--- src/rtl/mdu_iter_if.sv ---
// rtl/mdu_iter_if.sv - issue/readback bundle between the EX stage and the multiply/divide unit
interface mdu_iter_if #(
  parameter int WIDTH = 32
);
  logic             start;
  logic [3:0]       op;
  logic [WIDTH-1:0] src_a;
  logic [WIDTH-1:0] src_b;
  logic             req;
  logic [1:0]       read_sel;
  logic             busy;
  logic             done;
  logic [WIDTH-1:0] result;

  modport master (
    output start, op, src_a, src_b, req, read_sel,
    input  busy, done, result
  );

  modport slave (
    input  start, op, src_a, src_b, req, read_sel,
    output busy, done, result
  );
endinterface

--- src/rtl/mdu_iter.sv ---
// rtl/mdu_iter.sv - iterative multiply/divide unit holding architectural HI/LO
module mdu_iter #(
  parameter int WIDTH      = 32,
  parameter int MUL_CYCLES = 5
) (
  input logic       clk,
  input logic       reset,
  mdu_iter_if.slave bus
);

  localparam int W2 = 2 * WIDTH;
  localparam int IW = $clog2(WIDTH + 1);

  localparam logic [3:0] OP_MULT  = 4'd1;
  localparam logic [3:0] OP_MULTU = 4'd2;
  localparam logic [3:0] OP_DIV   = 4'd3;
  localparam logic [3:0] OP_DIVU  = 4'd4;
  localparam logic [3:0] OP_MTHI  = 4'd5;
  localparam logic [3:0] OP_MTLO  = 4'd6;
  localparam logic [3:0] OP_MADD  = 4'd7;
  localparam logic [3:0] OP_MADDU = 4'd8;
  localparam logic [3:0] OP_MSUB  = 4'd9;
  localparam logic [3:0] OP_MSUBU = 4'd10;

  typedef enum logic [2:0] {IDLE, MUL, DIV_PRE, DIV_ITER, DIV_POST} state_t;

  state_t           state;
  logic [WIDTH-1:0] hi, lo;
  logic [WIDTH-1:0] a_q, b_q;
  logic [3:0]       op_q;
  logic [3:0]       cnt;
  logic [IW-1:0]    iter;
  logic [WIDTH-1:0] quo;
  logic [WIDTH-1:0] dvs;
  logic [WIDTH-1:0] rem;
  logic             q_neg, r_neg, div_zero, done_q;

  function automatic logic is_mul(input logic [3:0] o);
    return (o == OP_MULT) || (o == OP_MULTU) || (o == OP_MADD) ||
           (o == OP_MADDU) || (o == OP_MSUB) || (o == OP_MSUBU);
  endfunction

  function automatic logic is_div(input logic [3:0] o);
    return (o == OP_DIV) || (o == OP_DIVU);
  endfunction

  function automatic logic is_signed_op(input logic [3:0] o);
    return (o == OP_MULT) || (o == OP_DIV) || (o == OP_MADD) || (o == OP_MSUB);
  endfunction

  logic             sgn, a_neg, b_neg;
  logic [WIDTH-1:0] abs_a, abs_b;
  logic [W2-1:0]    ext_a, ext_b, prod, acc, mul_res;
  logic [WIDTH:0]   rem_sh;
  logic             rem_ge;
  logic [WIDTH-1:0] rem_sub;
  logic [WIDTH-1:0] q_fin, r_fin;

  // Datapath for the latched op: product/accumulate, operand magnitudes, one divide step, final signs
  always_comb begin
    sgn     = is_signed_op(op_q);
    a_neg   = sgn & a_q[WIDTH-1];
    b_neg   = sgn & b_q[WIDTH-1];
    abs_a   = a_neg ? -a_q : a_q;
    abs_b   = b_neg ? -b_q : b_q;
    ext_a   = sgn ? {{WIDTH{a_q[WIDTH-1]}}, a_q} : {{WIDTH{1'b0}}, a_q};
    ext_b   = sgn ? {{WIDTH{b_q[WIDTH-1]}}, b_q} : {{WIDTH{1'b0}}, b_q};
    prod    = ext_a * ext_b;
    acc     = {hi, lo};
    mul_res = prod;
    if ((op_q == OP_MADD) || (op_q == OP_MADDU)) begin
      mul_res = acc + prod;
    end else if ((op_q == OP_MSUB) || (op_q == OP_MSUBU)) begin
      mul_res = acc - prod;
    end
    // Partial remainder stays below the divisor, so the W-bit difference is exact when it is taken
    rem_sh  = {rem, quo[WIDTH-1]};
    rem_ge  = (rem_sh >= {1'b0, dvs});
    rem_sub = rem_sh[WIDTH-1:0] - dvs;
    q_fin   = q_neg ? -quo : quo;
    r_fin   = r_neg ? -rem : rem;
  end

  // Busy covers the issue cycle of a multi-cycle op so the pipeline stalls immediately
  always_comb begin
    bus.busy = (state != IDLE) |
               (bus.start & (is_mul(bus.op) | is_div(bus.op)) & ~bus.req);
    bus.done = done_q;
    case (bus.read_sel)
      2'b01:   bus.result = lo;
      2'b10:   bus.result = hi;
      default: bus.result = '0;
    endcase
  end

  // Control FSM plus HI/LO and all iteration state; HI/LO only change at mt*, MUL end and DIV_POST
  always_ff @(posedge clk) begin
    if (!reset) begin
      state    <= IDLE;
      hi       <= '0;
      lo       <= '0;
      a_q      <= '0;
      b_q      <= '0;
      op_q     <= '0;
      cnt      <= '0;
      iter     <= '0;
      quo      <= '0;
      dvs      <= '0;
      rem      <= '0;
      q_neg    <= 1'b0;
      r_neg    <= 1'b0;
      div_zero <= 1'b0;
      done_q   <= 1'b0;
    end else begin
      done_q <= 1'b0;
      case (state)
        IDLE: begin
          if (bus.start && !bus.req) begin
            if (is_mul(bus.op)) begin
              a_q   <= bus.src_a;
              b_q   <= bus.src_b;
              op_q  <= bus.op;
              cnt   <= 4'(MUL_CYCLES - 1);
              state <= MUL;
            end else if (is_div(bus.op)) begin
              a_q   <= bus.src_a;
              b_q   <= bus.src_b;
              op_q  <= bus.op;
              state <= DIV_PRE;
            end else if (bus.op == OP_MTHI) begin
              hi <= bus.src_a;
            end else if (bus.op == OP_MTLO) begin
              lo <= bus.src_a;
            end
          end
        end
        MUL: begin
          if (cnt == 4'd0) begin
            {hi, lo} <= mul_res;
            done_q   <= 1'b1;
            state    <= IDLE;
          end else begin
            cnt <= cnt - 4'd1;
          end
        end
        DIV_PRE: begin
          quo      <= abs_a;
          dvs      <= abs_b;
          rem      <= '0;
          q_neg    <= a_neg ^ b_neg;
          r_neg    <= a_neg;
          div_zero <= (b_q == '0);
          iter     <= '0;
          state    <= DIV_ITER;
        end
        DIV_ITER: begin
          if (rem_ge) begin
            rem <= rem_sub;
            quo <= {quo[WIDTH-2:0], 1'b1};
          end else begin
            rem <= rem_sh[WIDTH-1:0];
            quo <= {quo[WIDTH-2:0], 1'b0};
          end
          if (iter == IW'(WIDTH - 1)) begin
            state <= DIV_POST;
          end else begin
            iter <= iter + IW'(1);
          end
        end
        DIV_POST: begin
          // Divide-by-zero has a fixed architectural result independent of signedness
          if (div_zero) begin
            lo <= '1;
            hi <= a_q;
          end else begin
            lo <= q_fin;
            hi <= r_fin;
          end
          done_q <= 1'b1;
          state  <= IDLE;
        end
        default: state <= IDLE;
      endcase
    end
  end

endmodule
--- src/flat_wrapper.sv ---
// flat-port wrapper written by rule: the top's interface ports become plain ports
module mdu_iter_flat 
#(
  parameter int WIDTH      = 32,
  parameter int MUL_CYCLES = 5
)
  (clk, reset, bus_start, bus_op, bus_src_a, bus_src_b, bus_req, bus_read_sel, bus_busy, bus_done, bus_result);
  mdu_iter_if #(.WIDTH(WIDTH)) bus_i ();
  input logic clk;
  input logic reset;
  input wire logic [$bits(bus_i.start)-1:0] bus_start;
  input wire logic [$bits(bus_i.op)-1:0] bus_op;
  input wire logic [$bits(bus_i.src_a)-1:0] bus_src_a;
  input wire logic [$bits(bus_i.src_b)-1:0] bus_src_b;
  input wire logic [$bits(bus_i.req)-1:0] bus_req;
  input wire logic [$bits(bus_i.read_sel)-1:0] bus_read_sel;
  output wire logic [$bits(bus_i.busy)-1:0] bus_busy;
  output wire logic [$bits(bus_i.done)-1:0] bus_done;
  output wire logic [$bits(bus_i.result)-1:0] bus_result;
  assign bus_i.start = bus_start;
  assign bus_i.op = bus_op;
  assign bus_i.src_a = bus_src_a;
  assign bus_i.src_b = bus_src_b;
  assign bus_i.req = bus_req;
  assign bus_i.read_sel = bus_read_sel;
  assign bus_busy = bus_i.busy;
  assign bus_done = bus_i.done;
  assign bus_result = bus_i.result;
  mdu_iter #(.WIDTH(WIDTH), .MUL_CYCLES(MUL_CYCLES)) u_core (.clk(clk), .reset(reset), .bus(bus_i));
endmodule
--- config.mk ---
export PLATFORM = sky130hd
export DESIGN_NAME = mdu_iter_flat
export DESIGN_NICKNAME = d
export VERILOG_FILES = /design/src/rtl/mdu_iter_if.sv /design/src/rtl/mdu_iter.sv /design/src/flat_wrapper.sv
export SDC_FILE = /design/constraint.sdc
export NUM_CORES = 2
export LEC_CHECK = 0
export BUFFER_PORTS_ARGS = -buffer_cell sky130_fd_sc_hd__buf_4
export CORE_MARGIN = 2
export CORE_UTILIZATION = 35
export CTS_CLUSTER_SIZE = 40
export DETAILED_ROUTE_END_ITERATION = 16
export SYNTH_ARGS = -nofsm -noshare
export SYNTH_HDL_FRONTEND = slang
export SYNTH_SLANG_ARGS = --single-unit
export TNS_END_PERCENT = 10
--- constraint.sdc ---
create_clock -name clk -period 20 [get_ports clk]
set_input_delay 4 -clock clk [delete_from_list [all_inputs] [get_ports clk]]
set_output_delay 4 -clock clk [all_outputs]
set_load 0.005 [all_outputs]
======== Word level (Yosys, flattened, before mapping) ========
Index checks and enable logic that the tools add are counted.
word-level totals
  flip-flop bits (word level) ............. 245
  input port bits ......................... 74
  output and inout bits ................... 34
  word-level logic and storage cells ...... 144
cells by class
  add/sub/neg operators ................... 9
  $mul .................................... 1
  order comparisons ....................... 1
  eq/ne operators ......................... 35
  mux-type cells .......................... 48
  bitwise gates (word level) .............. 8
  reduce and logical (&&, ||, !) cells .... 27
operator list
  operator                                               count
  2-to-1 mux 32 bit                                      22
  2-to-1 mux 64 bit                                      4
  one-hot mux 32 bit (2 select lines)                    3
  one-hot mux 32 bit (3 select lines)                    2
  negator 32 bit                                         4
  adder 64 bit                                           1
  multiplier 64 x 64 -> 64 bit                           1
  subtractor 64 bit                                      1
  greater-or-equal comparator 33 x 32 -> 1 bit           1
  zero test 32 bit                                       1
  subtractor 32 bit                                      1
  equality test 4 bit, second input constant             6
  equality test 4 x 3 -> 1 bit, second input constant    5
  2-to-1 mux 4 bit                                       5
  2-to-1 mux 3 bit                                       5
  equality test 4 x 2 -> 1 bit, second input constant    3
  inequality test 2 x 1 -> 1 bit, second input constant  6
  one-hot mux 3 bit (4 select lines)                     1
  one-hot mux 6 bit (2 select lines)                     1
  logical OR 1 bit                                       11
  inequality test 2 bit, second input constant           5
  equality test 4 x 1 -> 1 bit, second input constant    2
  one-hot mux 4 bit (2 select lines)                     1
  AND reduction 4 bit                                    2
  other kinds (26)                                       35

======== Longest topological paths before layout ========
  depth after elaboration ................. 11
  gate-level depth with buffers ........... 50
  mapped depth without buffers ............ 45

======== Worst setup path before layout ========
Ideal clock, no wire load.
  path type ............................... reg-to-reg
  start point ............................. reg u_core.op_q[1]
  end point ............................... reg u_core.hi[31]
  library setup time ...................... 0.116 ns
  arrival ................................. 12.353 ns
  data required time ...................... 19.884 ns
  setup slack ............................. 7.532 ns
  stages on the path, launching flop included .. 47
  path buffers ............................ 7
  period minus slack after synthesis ...... 12.468 ns
  cell sequence ........................... dfxtp_1 -> clkbuf_1 -> mux2i_1 -> and3_1 -> clkbuf_1 -> clkbuf_1 -> clkbuf_1 -> buf_1 -> nand2_1 -> fa_1 -> inv_1 -> fa_1 -> fa_1 -> inv_1 -> fa_1 -> fa_1 -> inv_1 -> fa_1 -> [... 11 more ...] -> nor2b_1 -> o21ai_0 -> or3_1 -> a31oi_2 -> xor2_1 -> inv_1 -> ha_1 -> clkbuf_1 -> a21o_1 -> a21oi_1 -> o21bai_1 -> a21o_1 -> a221o_1 -> a31o_2 -> a21oi_1 -> xnor2_1 -> mux2_2 -> a31o_1
on the way
  cells in the longest elaborated chain, start to end .. 11
  elaborated cells between the ends (all ways) .. 20
  those cells by class .................... add/sub (2); mul (1); eq/ne (6); mux (6); reduce/logical (5)
RTL lines
  what                                                                          RTL line                        RTL
  start: declaration                                                            mdu_iter.sv:30                  logic [3:0] op_q;
  start signal: assignment                                                      mdu_iter.sv:122                 op_q <= bus.op;
  start signal: assignment                                                      mdu_iter.sv:128                 op_q <= bus.op;
  equality test 4 x 1 -> 1 bit or equality test 4 x 2 -> 1 bit (tied branches)  mdu_iter.sv:48                  return (o == OP_MULT) || (o == OP_DIV) || (o == OP_MADD) || (o == OP_MSUB);
  logical OR 1 bit (3 in series)                                                mdu_iter.sv:48
  2-to-1 mux 64 bit, on equally long branches                                   mdu_iter.sv:66, mdu_iter.sv:67
  multiplier 64 x 64 -> 64 bit                                                  mdu_iter.sv:68                  prod = ext_a * ext_b;
  subtractor 64 bit                                                             mdu_iter.sv:74                  mul_res = acc - prod;
  2-to-1 mux 64 bit                                                             mdu_iter.sv:73                  end else if ((op_q == OP_MSUB) || (op_q == OP_MSUBU)) begin
  2-to-1 mux 64 bit *                                                           mdu_iter.sv:71                  if ((op_q == OP_MADD) || (op_q == OP_MADDU)) begin
  2-to-1 mux 32 bit *                                                           mdu_iter.sv:138                 if (cnt == 4'd0) begin
  one-hot mux 32 bit (3 select lines) *                                         mdu_iter.sv:116                 case (state)
  end signal: assignment                                                        mdu_iter.sv:131                 hi <= bus.src_a;
  end signal: assignment                                                        mdu_iter.sv:139                 {hi, lo} <= mul_res;
  end signal: assignment                                                        mdu_iter.sv:174                 hi <= a_q;
  end: declaration                                                              mdu_iter.sv:28                  logic [WIDTH-1:0] hi, lo;
Mark *: on every way between the ends. The rest lies on a longest branch, timed or not. The select of a mux whose other input is x is not followed.
A chain may end at the register's enable or synchronous reset.

======== Worst setup path after layout ========
Same ends and word-level chain as after synthesis.

==> summary.md <==
| Metric | Value |
|---|---|
| PD cells | `27.4 nW/um^2` |
| Critical path type | `flop to flop` |
| Yosys Warn Count | `0` |
| Max Clk Rate | `72.7 MHz` |
| Final non-filler cell area | `75200 sq um` |
| Clock share of power | `29.9%` |
| Setup crit end kind | `flop` |
| Setup bufs post-CTS | `0` |
| Nets | `10357` |
| Post-detail-place hpwl | `212000 um` |
| Switching power | `0.916 mW` |
| Number of cell rows | `165` |
| Cell taking the most area after synthesis | `fa_1` |
| Placed Area | `74100 sq um` |
| Most frequent CP cell | `fa_1` |
| Aggregate global routing overflow | `0` |
| Drt pass-1 iters | `8` |
| Cell family with most CP delay | `adder cells` |
| Total GRT Usage | `25.7%` |
| Hold WS | `0.458 ns` |
| Global-route wire length before repair | `402000 um` |
| Worst R2R Start | `u_core.op_q[1]` |
| Fin crit share | `68.8%` |
| Min Clock Period, post-route | `13.75 ns` |
| Worst Max-Slew Pin Slew | `1.12 ns` |
| Hold path endpoint | `u_core.dvs[31]` |
| Critical Path RT | `20.55 ns` |
| Syn avg cell area | `8.21 sq um` |
| Die Area | `207000 sq um` |
| Final setup violation count | `0` |
| Share of layout cells above drive strength 1 | `4.19%` |
| Clk buf depth | `3` |
| Main synth FF type | `dfxtp_1` |
| Top cells by area, synth | `fa_1 40%, inv_1 9.4%, ha_1 8.3%, dfxtp_1 6.9%, nand2_1 6.8%` |
| Final Hold Vio Count | `0` |
| Hold Crit Depth | `2` |
| CP max stage cell | `fa_1` |
| RSZ-0062 raised after global routing | `false` |
| Cts bufs inserted | `30` |
| Fin. max-slew vios | `0` |
| Sequential share of power | `26.2%` |
| Slew margin rel. | `24.5%` |
| Syn_nets | `10629` |
| CP arrival | `14.30 ns` |
| VDD IR-drop max | `0.0611 mV` |
| Distinct cells, synth | `87` |
| CP Launch Type | `flop` |
| Pin count of the biggest net entering global routing | `97` |
| Die height | `455 um` |
| Syn Inst Count | `8656` |
| Hold buffers post-CTS | `0` |
| Core area | `202000 sq um` |
| Port bufs | `107` |
| Worst Skew | `0.0717 ns` |
| Status | `finished clean` |
| Post-cts gate resize count | `0` |
| Max stage delay on crit path | `0.95 ns` |
| Die Width | `455 um` |
| Post-synthesis sequential area ratio | `6.90%` |
| Placer congestion estimate | `1.03` |
| DRC viols | `0` |
| Via count | `60261` |
| Fillers | `20917` |
| Initial antenna violation count | `9` |
| ANT nets after route | `0` |
| P&R area growth vs syn | `5.88%` |
| Reg2Reg Depth | `40` |
| TritonCTS clock tree | `built` |
| Synthesis-stage register bit count | `245` |
| I/O pins | `108` |
| CP bufs+invs | `7` |
| Sw frac | `44.5%` |
| WL/cell | `23.7 um` |
| Worst min-delay path startpoint | `u_core.dvs[31]` |
| Leakage | `36.8 nW` |
| Reg clk slew, reported paths | `0.07 ns` |
| Post-synthesis cell area | `71000 sq um` |
| Int Power | `1.14 mW` |
| Worst skew pair latency | `0.66 ns` |
| Reg2reg setup slack | `6.25 ns` |
| EDFF count, synth | `0` |
| CP max FO | `54` |
| Initial Util | `35.2%` |
| Setup_tns | `0 ns` |
| Initial drt markers | `5434` |
| H-tree depth | `1` |
| Num Clock Sinks | `245` |
| HP Class | `flop to flop` |
| Vias/cell | `5.44` |
| Vias in the first global route | `63811` |
| Top cell type's share of synthesized area | `40.2%` |
| Maxcap violations | `0` |
| Post-synth ARST share | `0%` |
| Root Driver | `clkbuf_16` |
| RR Endpoint | `u_core.hi[31]` |
| Final wirelength | `263000 um` |
| Comb pwr share | `43.9%` |
[worst max-delay path by stage]
stage	endpoint	cells past startpoint	slack [ns]	startpoint
2_1_floorplan	u_core.hi[31]	46	7.53	u_core.op_q[1]
3_3_place_gp	u_core.hi[27]	40	6.62	u_core.op_q[1]
3_5_place_dp	u_core.hi[31]	40	6.37	u_core.op_q[1]
4_1_cts	u_core.hi[31]	40	6.33	u_core.op_q[1]
5_1_grt	u_core.hi[31]	40	5.56	u_core.op_q[1]
6_report	u_core.hi[31]	40	6.25	u_core.op_q[1]
[cell type report]
type	instances	area, sq um	share of cell area, %
multi-input cells	6120	57600	76.6
inverters	1774	6660	8.86
diodes	5	12.5	0.0166
flip-flops and latches	245	4940	6.57
well taps	2672	3340	4.44
repair buffers	213	1600	2.13
clock inverters	16	235	0.313
clock buffers	40	828	1.10
[power by group through the flow]
| stage | Sequential, mW | Combinational, mW | Clock (mW) |
|---|---|---|---|
| 4_1_cts | 0.537 | 0.887 | 0.620 |
| 5_1_grt | 0.540 | 0.977 | 0.636 |
| 3_3_place_gp | 0.548 | 0.883 | 0 |
| 6_report | 0.540 | 0.905 | 0.615 |
| 2_1_floorplan | 0.525 | 0.593 | 0 |
| 3_5_place_dp | 0.548 | 0.883 | 0 |
[cells by family after synthesis]
| kind of cell | Yosys count | share of synthesized area [%] |
|---|---|---|
| flops | 245 | 6.90 |
| simple gates | 2436 | 15.5 |
| buf+inv | 2291 | 12.1 |
| mux | 24 | 0.340 |
| fa+ha+maj | 1901 | 48.5 |
| compound gates | 1468 | 13.1 |
| xor+xnor | 291 | 3.60 |
[worst min-delay path: cells and delay by family (launching register included)]
| family | cells | cell delay, ns |
|---|---|---|
| simple gates | 1 | 0.05 |
| compound gates | 1 | 0.05 |
| flops | 1 | 0.31 |
[synth_stat cells, types with 10 or more instances]
cell      instances
inv_1          1773
fa_1           1425
nand2_1        1293
ha_1            474
a21oi_1         430
clkbuf_1        416
nor2_1          386
o21ai_0         369
and2_1          354
dfxtp_1         245
xnor2_1         169
xor2_1          121
buf_1           100
a21o_1           85
nor3_1           70
nand3_1          60
a211oi_1         58
o21bai_1         54
o31ai_1          54
a31oi_1          47
nand2b_1         45
nand4_1          43
o211ai_1         41
a22oi_1          39
nor4_1           34
nor2b_1          32
a41oi_1          31
o22ai_1          31
and3_1           30
a221oi_1         29
or3_1            25
o221ai_1         24
mux2i_1          23
o41ai_1          21
o21a_1           19
or4_1            18
a21boi_0         16
a221o_1          15
or2_2            12
a311oi_1         10
[metal layers]
layer  part of all wire [%]  track usage, %
met5                 0.0057               0
met1                     38            31.4
met3                    7.1            3.29
met4                    7.3            15.3
met2                     47            43.2
[cells in the final DEF, fill, tap and decap left out, types with 33 or more instances in the layout]
| cell | Yosys | routed |
|---|---|---|
| a211oi_1 | 58 | 58 |
| a21o_1 | 85 | 85 |
| a21oi_1 | 430 | 430 |
| a22oi_1 | 39 | 39 |
| a31oi_1 | 47 | 47 |
| and2_1 | 354 | 351 |
| buf_4 | 1 | 213 |
| dfxtp_1 | 245 | 216 |
| fa_1 | 1425 | 1425 |
| ha_1 | 474 | 474 |
| inv_1 | 1773 | 1772 |
| nand2_1 | 1293 | 1292 |
| nand2b_1 | 45 | 45 |
| nand3_1 | 60 | 60 |
| nand4_1 | 43 | 43 |
| nor2_1 | 386 | 381 |
| nor3_1 | 70 | 70 |
| nor4_1 | 34 | 33 |
| o211ai_1 | 41 | 41 |
| o21ai_0 | 369 | 369 |
| o21bai_1 | 54 | 54 |
| o31ai_1 | 54 | 53 |
| xnor2_1 | 169 | 169 |
| xor2_1 | 121 | 121 |
[state kept, by name, indices dropped and copies added (netlist names)]
signal and cells:
u_core.hi 32, u_core.bus.done 1, u_core.state 3, u_core.cnt 4
u_core.r_neg 1, u_core.a_q 32, u_core.dvs 32, u_core.quo 32
u_core.q_neg 1, u_core.iter 6, u_core.div_zero 1, u_core.rem 32
u_core.lo 32, u_core.b_q 32, u_core.op_q 4
[metrics by stage]
step / total power, mW / util [%] / std cells / worst slack, ns
global route: 2.15 / 37.3 / 11083 / 5.56
global placement: 1.43 / 36.7 / 11024 / 6.62
detailed placement: 1.43 / 36.7 / 11024 / 6.37
finish: 2.06 / 37.3 / 11085 / 6.25
floorplan: 1.12 / - / 8656 / 7.53
CTS: 2.04 / 37.2 / 11080 / 6.33
No activity file was read; power rests on OpenSTA's default activity.
